===== src/rtl/vga_draw_arbiter.sv =====
// vga_draw_arbiter
//
// Registered two-client pixel-write arbiter that sits in front of vga_adapter.
// The obstacle manager and the player object each stream pixels under a
// req/ack handshake. A client keeps ownership for a whole burst (up to its
// *_last pixel), so an erase/redraw sequence is never interleaved with the
// other client's pixels. Ties from idle are broken round-robin. A grant is
// force-released after HOLD_MAX cycles so that a stuck client cannot starve
// the other one.
//
// Ports:
//   Clock, Resetn                 clock, asynchronous active-low reset
//   obs_req/x/y/color/last/ack    obstacle client pixel stream
//   plr_req/x/y/color/last/ack    player client pixel stream
//   VGA_x/VGA_y/VGA_color         registered pixel to vga_adapter
//   VGA_write                     registered write strobe
//   owner                         00 idle, 01 obstacle, 10 player
//   clipped                       one-cycle pulse: accepted pixel was out of range
module vga_draw_arbiter #(
    parameter int nX          = 10,
    parameter int nY          = 9,
    parameter int COLOR_DEPTH = 9,
    parameter int X_MAX       = 640,
    parameter int Y_MAX       = 480,
    parameter int HOLD_MAX    = 4096
) (
    input  logic                   Clock,
    input  logic                   Resetn,
    input  logic                   obs_req,
    input  logic [nX-1:0]          obs_x,
    input  logic [nY-1:0]          obs_y,
    input  logic [COLOR_DEPTH-1:0] obs_color,
    input  logic                   obs_last,
    output logic                   obs_ack,
    input  logic                   plr_req,
    input  logic [nX-1:0]          plr_x,
    input  logic [nY-1:0]          plr_y,
    input  logic [COLOR_DEPTH-1:0] plr_color,
    input  logic                   plr_last,
    output logic                   plr_ack,
    output logic [nX-1:0]          VGA_x,
    output logic [nY-1:0]          VGA_y,
    output logic [COLOR_DEPTH-1:0] VGA_color,
    output logic                   VGA_write,
    output logic [1:0]             owner,
    output logic                   clipped
);

    localparam int HOLD_W = $clog2(HOLD_MAX) + 1;

    typedef enum logic [1:0] {
        IDLE  = 2'b00,
        G_OBS = 2'b01,
        G_PLR = 2'b10
    } state_t;

    state_t              state, state_next;
    logic                last_plr;      // 1: player owned the last completed grant
    logic [HOLD_W-1:0]   hold_cnt;

    logic                   xfer_p0;
    logic                   last_p0;
    logic                   clip_p0;
    logic [nX-1:0]          pix_x_p0;
    logic [nY-1:0]          pix_y_p0;
    logic [COLOR_DEPTH-1:0] pix_color_p0;
    logic                   hold_expired;
    logic                   release_grant;

    // Unsigned full-width range check against the first illegal coordinate.
    function automatic logic out_of_range(input logic [nX-1:0] x, input logic [nY-1:0] y);
        return (32'(x) >= 32'($unsigned(X_MAX))) || (32'(y) >= 32'($unsigned(Y_MAX)));
    endfunction

    assign owner = state;

    // ---- p0: grant decode, pixel select, next-state ----
    always_comb begin
        obs_ack      = (state == G_OBS) && obs_req;
        plr_ack      = (state == G_PLR) && plr_req;
        xfer_p0      = obs_ack || plr_ack;
        pix_x_p0     = plr_ack ? plr_x     : obs_x;
        pix_y_p0     = plr_ack ? plr_y     : obs_y;
        pix_color_p0 = plr_ack ? plr_color : obs_color;
        last_p0      = plr_ack ? plr_last  : obs_last;
        clip_p0      = out_of_range(pix_x_p0, pix_y_p0);

        // Timeout fires on the HOLD_MAX-th grant cycle even while stalled.
        hold_expired  = (state != IDLE) && (hold_cnt == HOLD_W'(HOLD_MAX - 1));
        release_grant = (xfer_p0 && last_p0) || hold_expired;

        state_next = state;
        case (state)
            IDLE: begin
                if (obs_req && plr_req)
                    state_next = last_plr ? G_OBS : G_PLR;
                else if (obs_req)
                    state_next = G_OBS;
                else if (plr_req)
                    state_next = G_PLR;
            end
            G_OBS: if (release_grant) state_next = plr_req ? G_PLR : IDLE;
            G_PLR: if (release_grant) state_next = obs_req ? G_OBS : IDLE;
            default: state_next = IDLE;
        endcase
    end

    always_ff @(posedge Clock or negedge Resetn) begin
        if (!Resetn) begin
            state    <= IDLE;
            last_plr <= 1'b1;
            hold_cnt <= '0;
        end else begin
            state <= state_next;
            if (release_grant)
                last_plr <= (state == G_PLR);
            // A release always changes state, so staying put means the
            // same grant continues; any entry or idle restarts the count.
            if ((state_next == state) && (state != IDLE))
                hold_cnt <= hold_cnt + HOLD_W'(1);
            else
                hold_cnt <= '0;
        end
    end

    // ---- p1: registered pixel to vga_adapter ----
    always_ff @(posedge Clock or negedge Resetn) begin
        if (!Resetn) begin
            VGA_x     <= '0;
            VGA_y     <= '0;
            VGA_color <= '0;
            VGA_write <= 1'b0;
            clipped   <= 1'b0;
        end else begin
            VGA_write <= xfer_p0 && !clip_p0;
            clipped   <= xfer_p0 && clip_p0;
            if (xfer_p0 && !clip_p0) begin
                VGA_x     <= pix_x_p0;
                VGA_y     <= pix_y_p0;
                VGA_color <= pix_color_p0;
            end
        end
    end

endmodule


===== config.mk =====
export PLATFORM = sky130hd
export DESIGN_NAME = vga_draw_arbiter
export DESIGN_NICKNAME = d
export VERILOG_FILES = /design/src/rtl/vga_draw_arbiter.sv
export SDC_FILE = /design/constraint.sdc
export NUM_CORES = 1
export LEC_CHECK = 0
export CORE_ASPECT_RATIO = 1.1
export CORE_MARGIN = 10
export CORE_UTILIZATION = 43
export DETAILED_ROUTE_END_ITERATION = 12
export PLACE_DENSITY = 0.91
export SLEW_MARGIN = 20
export SYNTH_ARGS = -nofsm -noshare
export SYNTH_HDL_FRONTEND = slang
export SYNTH_SLANG_ARGS = --single-unit

===== constraint.sdc =====
create_clock -name Clock -period 2.05 [get_ports Clock]
set_input_delay 0.205 -clock Clock [delete_from_list [all_inputs] [get_ports Clock]]
set_output_delay 0.205 -clock Clock [all_outputs]
set_load 0.005 [all_outputs]

== Yosys cells after proc, flatten, opt, wreduce, memory -nomap -nowiden ==
Index checks and enable logic that the tools add are counted.

* Equality and inequality tests: 4
* $lt $le $gt $ge: 2
* Reduce and logical (&&, ||, !) cells: 14
* $add $sub $neg: 1
* Mux-type cells: 14

{| class="wikitable"
|+ Operator list
! cell !! count
|-
| 9-bit two-way mux || 2
|-
| 2-bit two-way mux || 7
|-
| 13-bit by 1-bit adder with 13-bit output (second input constant) || 1
|-
| 13-bit by 12-bit equality test with 1-bit output (second input constant) || 1
|-
| 13-bit two-way mux || 1
|-
| 10-bit >= comparator (second input constant) || 1
|-
| 10-bit two-way mux || 1
|-
| 9-bit >= comparator (second input constant) || 1
|-
| 1-bit logical AND || 8
|-
| 2-bit case mux with 3 select lines || 1
|-
| 1-bit logical OR || 3
|-
| 2-bit by 1-bit equality test with 1-bit output (second input constant) || 1
|-
| 2-bit equality test || 1
|-
| 2-bit equality test (second input constant) || 1
|-
| 2-bit zero test || 1
|-
| 1-bit two-way mux || 2
|-
| 2-bit nonzero test || 1
|-
| 1-bit zero test || 1
|}

* Bits in registers: 46

== Logic depth before layout (Yosys ltp) ==
* Word-level depth: 10
* Gate-level depth with buffers: 7
* Mapped depth without buffers: 5

== Worst setup path after synthesis ==
No wires, ideal clock.

* Kind: flip-flop to flip-flop
* Start: register hold_cnt[0]
* End: register last_plr
* Library setup time: 0.085 ns
* Data required time: 1.965 ns
* Stages on the path, launching flop included: 7
* Data arrival time: 1.747 ns
* Path slack: 0.219 ns
* Path through: dfrtp_1 ha_1 nand3_2 or4_1 buf_2 nand3_1 mux2_1

* Longest elaborated chain between the ends: 3

{| class="wikitable"
|+ RTL lines
! element !! line !! text
|-
| start, declared || 59 || <nowiki>logic [HOLD_W-1:0] hold_cnt;</nowiki>
|-
| start signal, assigned || 120 || <nowiki>hold_cnt <= hold_cnt + HOLD_W'(1);</nowiki>
|-
| 13-bit by 12-bit equality test with 1-bit output || 89 || <nowiki>hold_expired = (state != IDLE) && (hold_cnt == HOLD_W'(HOLD_MAX - 1));</nowiki>
|-
| 1-bit logical AND || 89 ||
|-
| 1-bit logical OR || 90 || <nowiki>release_grant = (xfer_p0 && last_p0) || hold_expired;</nowiki>
|-
| end signal, assigned || 116 || <nowiki>last_plr <= (state == G_PLR);</nowiki>
|-
| end, declared || 58 || <nowiki>logic last_plr;</nowiki>
|}

No other way between the ends.
A chain may end at the register's enable or synchronous reset.

== Worst setup path in the final report ==
Same ends and word-level chain as after synthesis.

==> flow_summary.json <==
{
  "outcome": "complete, no violations",
  "cell_internal_pwr_mw": 2.69,
  "synth-edff-count": 0,
  "cts_tree": "yes",
  "worstMarginPinSlew_ns": 0.540,
  "rows": 27,
  "fraction_of_final_layout_cells_with_drive_strength_greater_than_1_pct": 24.0,
  "p_leak_nw": 1.42,
  "first_pass_iters": 4,
  "clk_pin_slew_ns": 0.08,
  "grt_overflow": 0,
  "crit_path_cell_trace": "ha_1, nand3_2, or4_1, nand3_1, mux2_1",
  "grt_pass1_vias": 1923,
  "drtAntennaViolNets": 0,
  "crit_arrival_ns": 2.16,
  "n_fill_cell": 367,
  "grt_max_degree": 25,
  "yosysTopAreaCell": "dfrtp_1",
  "yosys_register_bits": 46,
  "post-route-min-period_ns": 1.93,
  "synthMostInstantiatedCell": "mux2_2",
  "ys.flop_type": "dfrtp_1",
  "place.gp.congestion": 0.816,
  "postCtsSetupBuffers": 0,
  "power.density_cell_area_mw_per_mm2": 1090,
  "num_vias": 1850,
  "timing.critical_path.from_type": "register",
  "drt-vias-per-instance": 5.08,
  "cts-root-buf": "clkbuf_8",
  "synth-seq-area-share_pct": 49.8,
  "p_switching_mw": 1.10,
  "synthesis.instances": 187,
  "layout.core_utilization_pct": 68.1,
  "finalSetupTns_ns": 0,
  "hold_viol": 0,
  "grt_antenna_before_repair": 0,
  "layout.cells.non_filler": 364,
  "comb_power_share_pct": 47.4,
  "die_width_um": 89.9,
  "clkPwrFrac_pct": 15.1,
  "final_setup_fails": 0,
  "cts_made_buffers": 5,
  "setup_skew_after_layout_ns": 0.00562,
  "cts-root-to-sink-buffers": 2,
  "gr-usage-all-layers_pct": 14.5,
  "placed_cells": 355,
  "worst_path_buffer_plus_inverter_count": 0,
  "critical-path-slowest-cell": "or4_1",
  "io_pins": 96,
  "place_hpwl_mm": 5.18,
  "finalNetCount": 354,
  "timing.setup.critical_path_class": "reg -> reg",
  "effective_utilization_at_floorplan_pct": 45.3,
  "yosys-top-cells-count": "mux2_2, dfrtp_1, nor2_1",
  "drt_drc": 0,
  "power_switching_share_pct": 29.1,
  "crit_start": "hold_cnt[0]",
  "drt_wl_total_mm": 6.35,
  "cts.htree.levels": 2,
  "yosysWarningCount": 0,
  "critical-path-top-delay-family": "simple AND/OR/NAND/NOR gates",
  "crit_end_category": "register",
  "core_area_mm2": 0.00510,
  "synth_top_area_share_pct": 48.7,
  "syn2layout_area_growth_pct": 50.2,
  "worstHoldPathType": "in -> async",
  "dieArea_mm2": 0.00871,
  "power.ir.vdd_worst_mv": 0.575,
  "async_flop_share_pct": 100,
  "fmax_mhz": 519,
  "synth_cell_type_count": 30,
  "grt_pass1_wl_mm": 10.3,
  "die_h_um": 96.9,
  "post-layout-total-power_mw": 3.79,
  "timing_max_transition_violations_final": 0,
  "part_of_the_power_in_registers_pct": 37.5,
  "worst_path_largest_cell_delay_ns": 0.68,
  "cts.sink_count": 46,
  "critical_path_required_ns": 2.28,
  "portBuffers": 95,
  "synthTopCellsByArea": "dfrtp_1, mux2_2, mux2_1, xnor2_1, nor2_1",
  "max_cap_viol_count": 0,
  "synth_area_per_cell_um2": 12.4,
  "path_max_fanout": 6,
  "drt_first_iter_violations": 64,
  "synth_fp_nets": 250,
  "crit-reg2reg-launch": "hold_cnt[0]",
  "ant_cells": 0,
  "timing.max_slew.rel_slack_pct": 64.0,
  "skew_pair_late_insertion_delay_ns": 0.30,
  "rsz0062_at_grt": "no",
  "layout_worst_path_cycle_share_pct": 94.0,
  "synth_area_mm2": 0.00231,
  "wire_per_inst_um": 17.5
}
cells in the final DEF, fill, tap and decap left out, types with 2 or more instances in the layout:
cell and count:
nand3_1 8, dfrtp_1 45, nand2_1 7, buf_4 8
clkdlybuf4s50_1 94, mux2_1 10, xnor2_1 10, clkbuf_8 6
nand4_2 2, inv_1 4, nand4_1 4, nor3_1 4
o21ai_0 3, mux2_2 47, xor2_1 2, nor2_1 17
a21o_1 3
worst register-to-register path, stage by stage, from the launching register on:
cell and delay [ns]:
dfrtp_1 0.39, ha_1 0.22, nand3_2 0.09, or4_1 0.68, nand3_1 0.16, mux2_1 0.33
timing repair:
| action | CTS | global route |
|---|---|---|
| gates resized for setup | 0 | 0 |
| hold buffers | 1 | 0 |
| endpoints found under the hold margin | 22 | 0 |
registers in the layout, indices dropped and copies added, names as in the netlist:
| signal | count |
|---|---|
| last_plr | 1 |
| hold_cnt | 13 |
| clipped | 1 |
| VGA_y | 9 |
| owner | 2 |
| VGA_color | 9 |
| VGA_x | 10 |
| VGA_write | 1 |
cells by family after synthesis:
kind of cell / count (synthesis) / synth area share (%)
AOI/OAI and AO/OA: 11 / 3.41
xor gates and xnor gates: 12 / 4.55
adders and majority gates: 1 / 0.541
buffers and inverters: 12 / 3.25
DFF: 46 / 49.8
muxes: 57 / 27.8
and+or+nand+nor: 48 / 10.7
area by class of cell:
class | instances | area (um2) | share of cell area [%]
Clock buffer | 7 | 86.3 | 2.49
Clock inverter | 1 | 5.00 | 0.144
Inverter | 4 | 15.0 | 0.432
Multi-Input combinational cell | 129 | 1090 | 31.3
Sequential cell | 46 | 1150 | 33.2
Tap cell | 72 | 90.1 | 2.59
Timing Repair Buffer | 105 | 1040 | 29.8
path summary, 6_finish.rpt:
path                                to  slack, ns  cells after the start
setup reg to reg              last_plr       0.12                      5
min in group Clock         hold_cnt[0]       0.49                      1
setup / recovery              last_plr       0.12                      5
hold / removal                VGA_x[3]       0.43                      2
hold reg to reg            hold_cnt[0]       0.49                      1
max in group asynchronous     last_plr       1.04                      3
metal layers:
metal | GRT usage [%] | up-vias | wire length, um
li1 | - | 871 | -
met1 | 18.3 | 901 | 2900
met2 | 23.9 | 71 | 3040
met3 | 3.93 | 7 | 358
met4 | 3.28 | 0 | 55
met5 | 0 | - | 0
power by group through the flow:
stage               Clock (mW)  Sequential [mW]  Combinational, mW
floorplan                    0             1.48              0.794
global placement             0             1.43               1.79
detailed placement           0             1.44               1.83
CTS                      0.589             1.42               1.84
global route             0.615             1.47               1.95
finish                   0.571             1.42               1.80
metrics by stage:
stage	hold WS [ns]	area, um2	setup slack [ns]
6_report	0.426	3470	0.122
3_5_place_dp	0.220	3370	0.129
2_1_floorplan	-0.0906	2310	0.219
4_1_cts	0.433	3470	0.109
3_3_place_gp	0.218	3370	0.168
5_1_grt	0.465	3470	0.0207
Note: power is estimated with default switching activity, not from simulation.
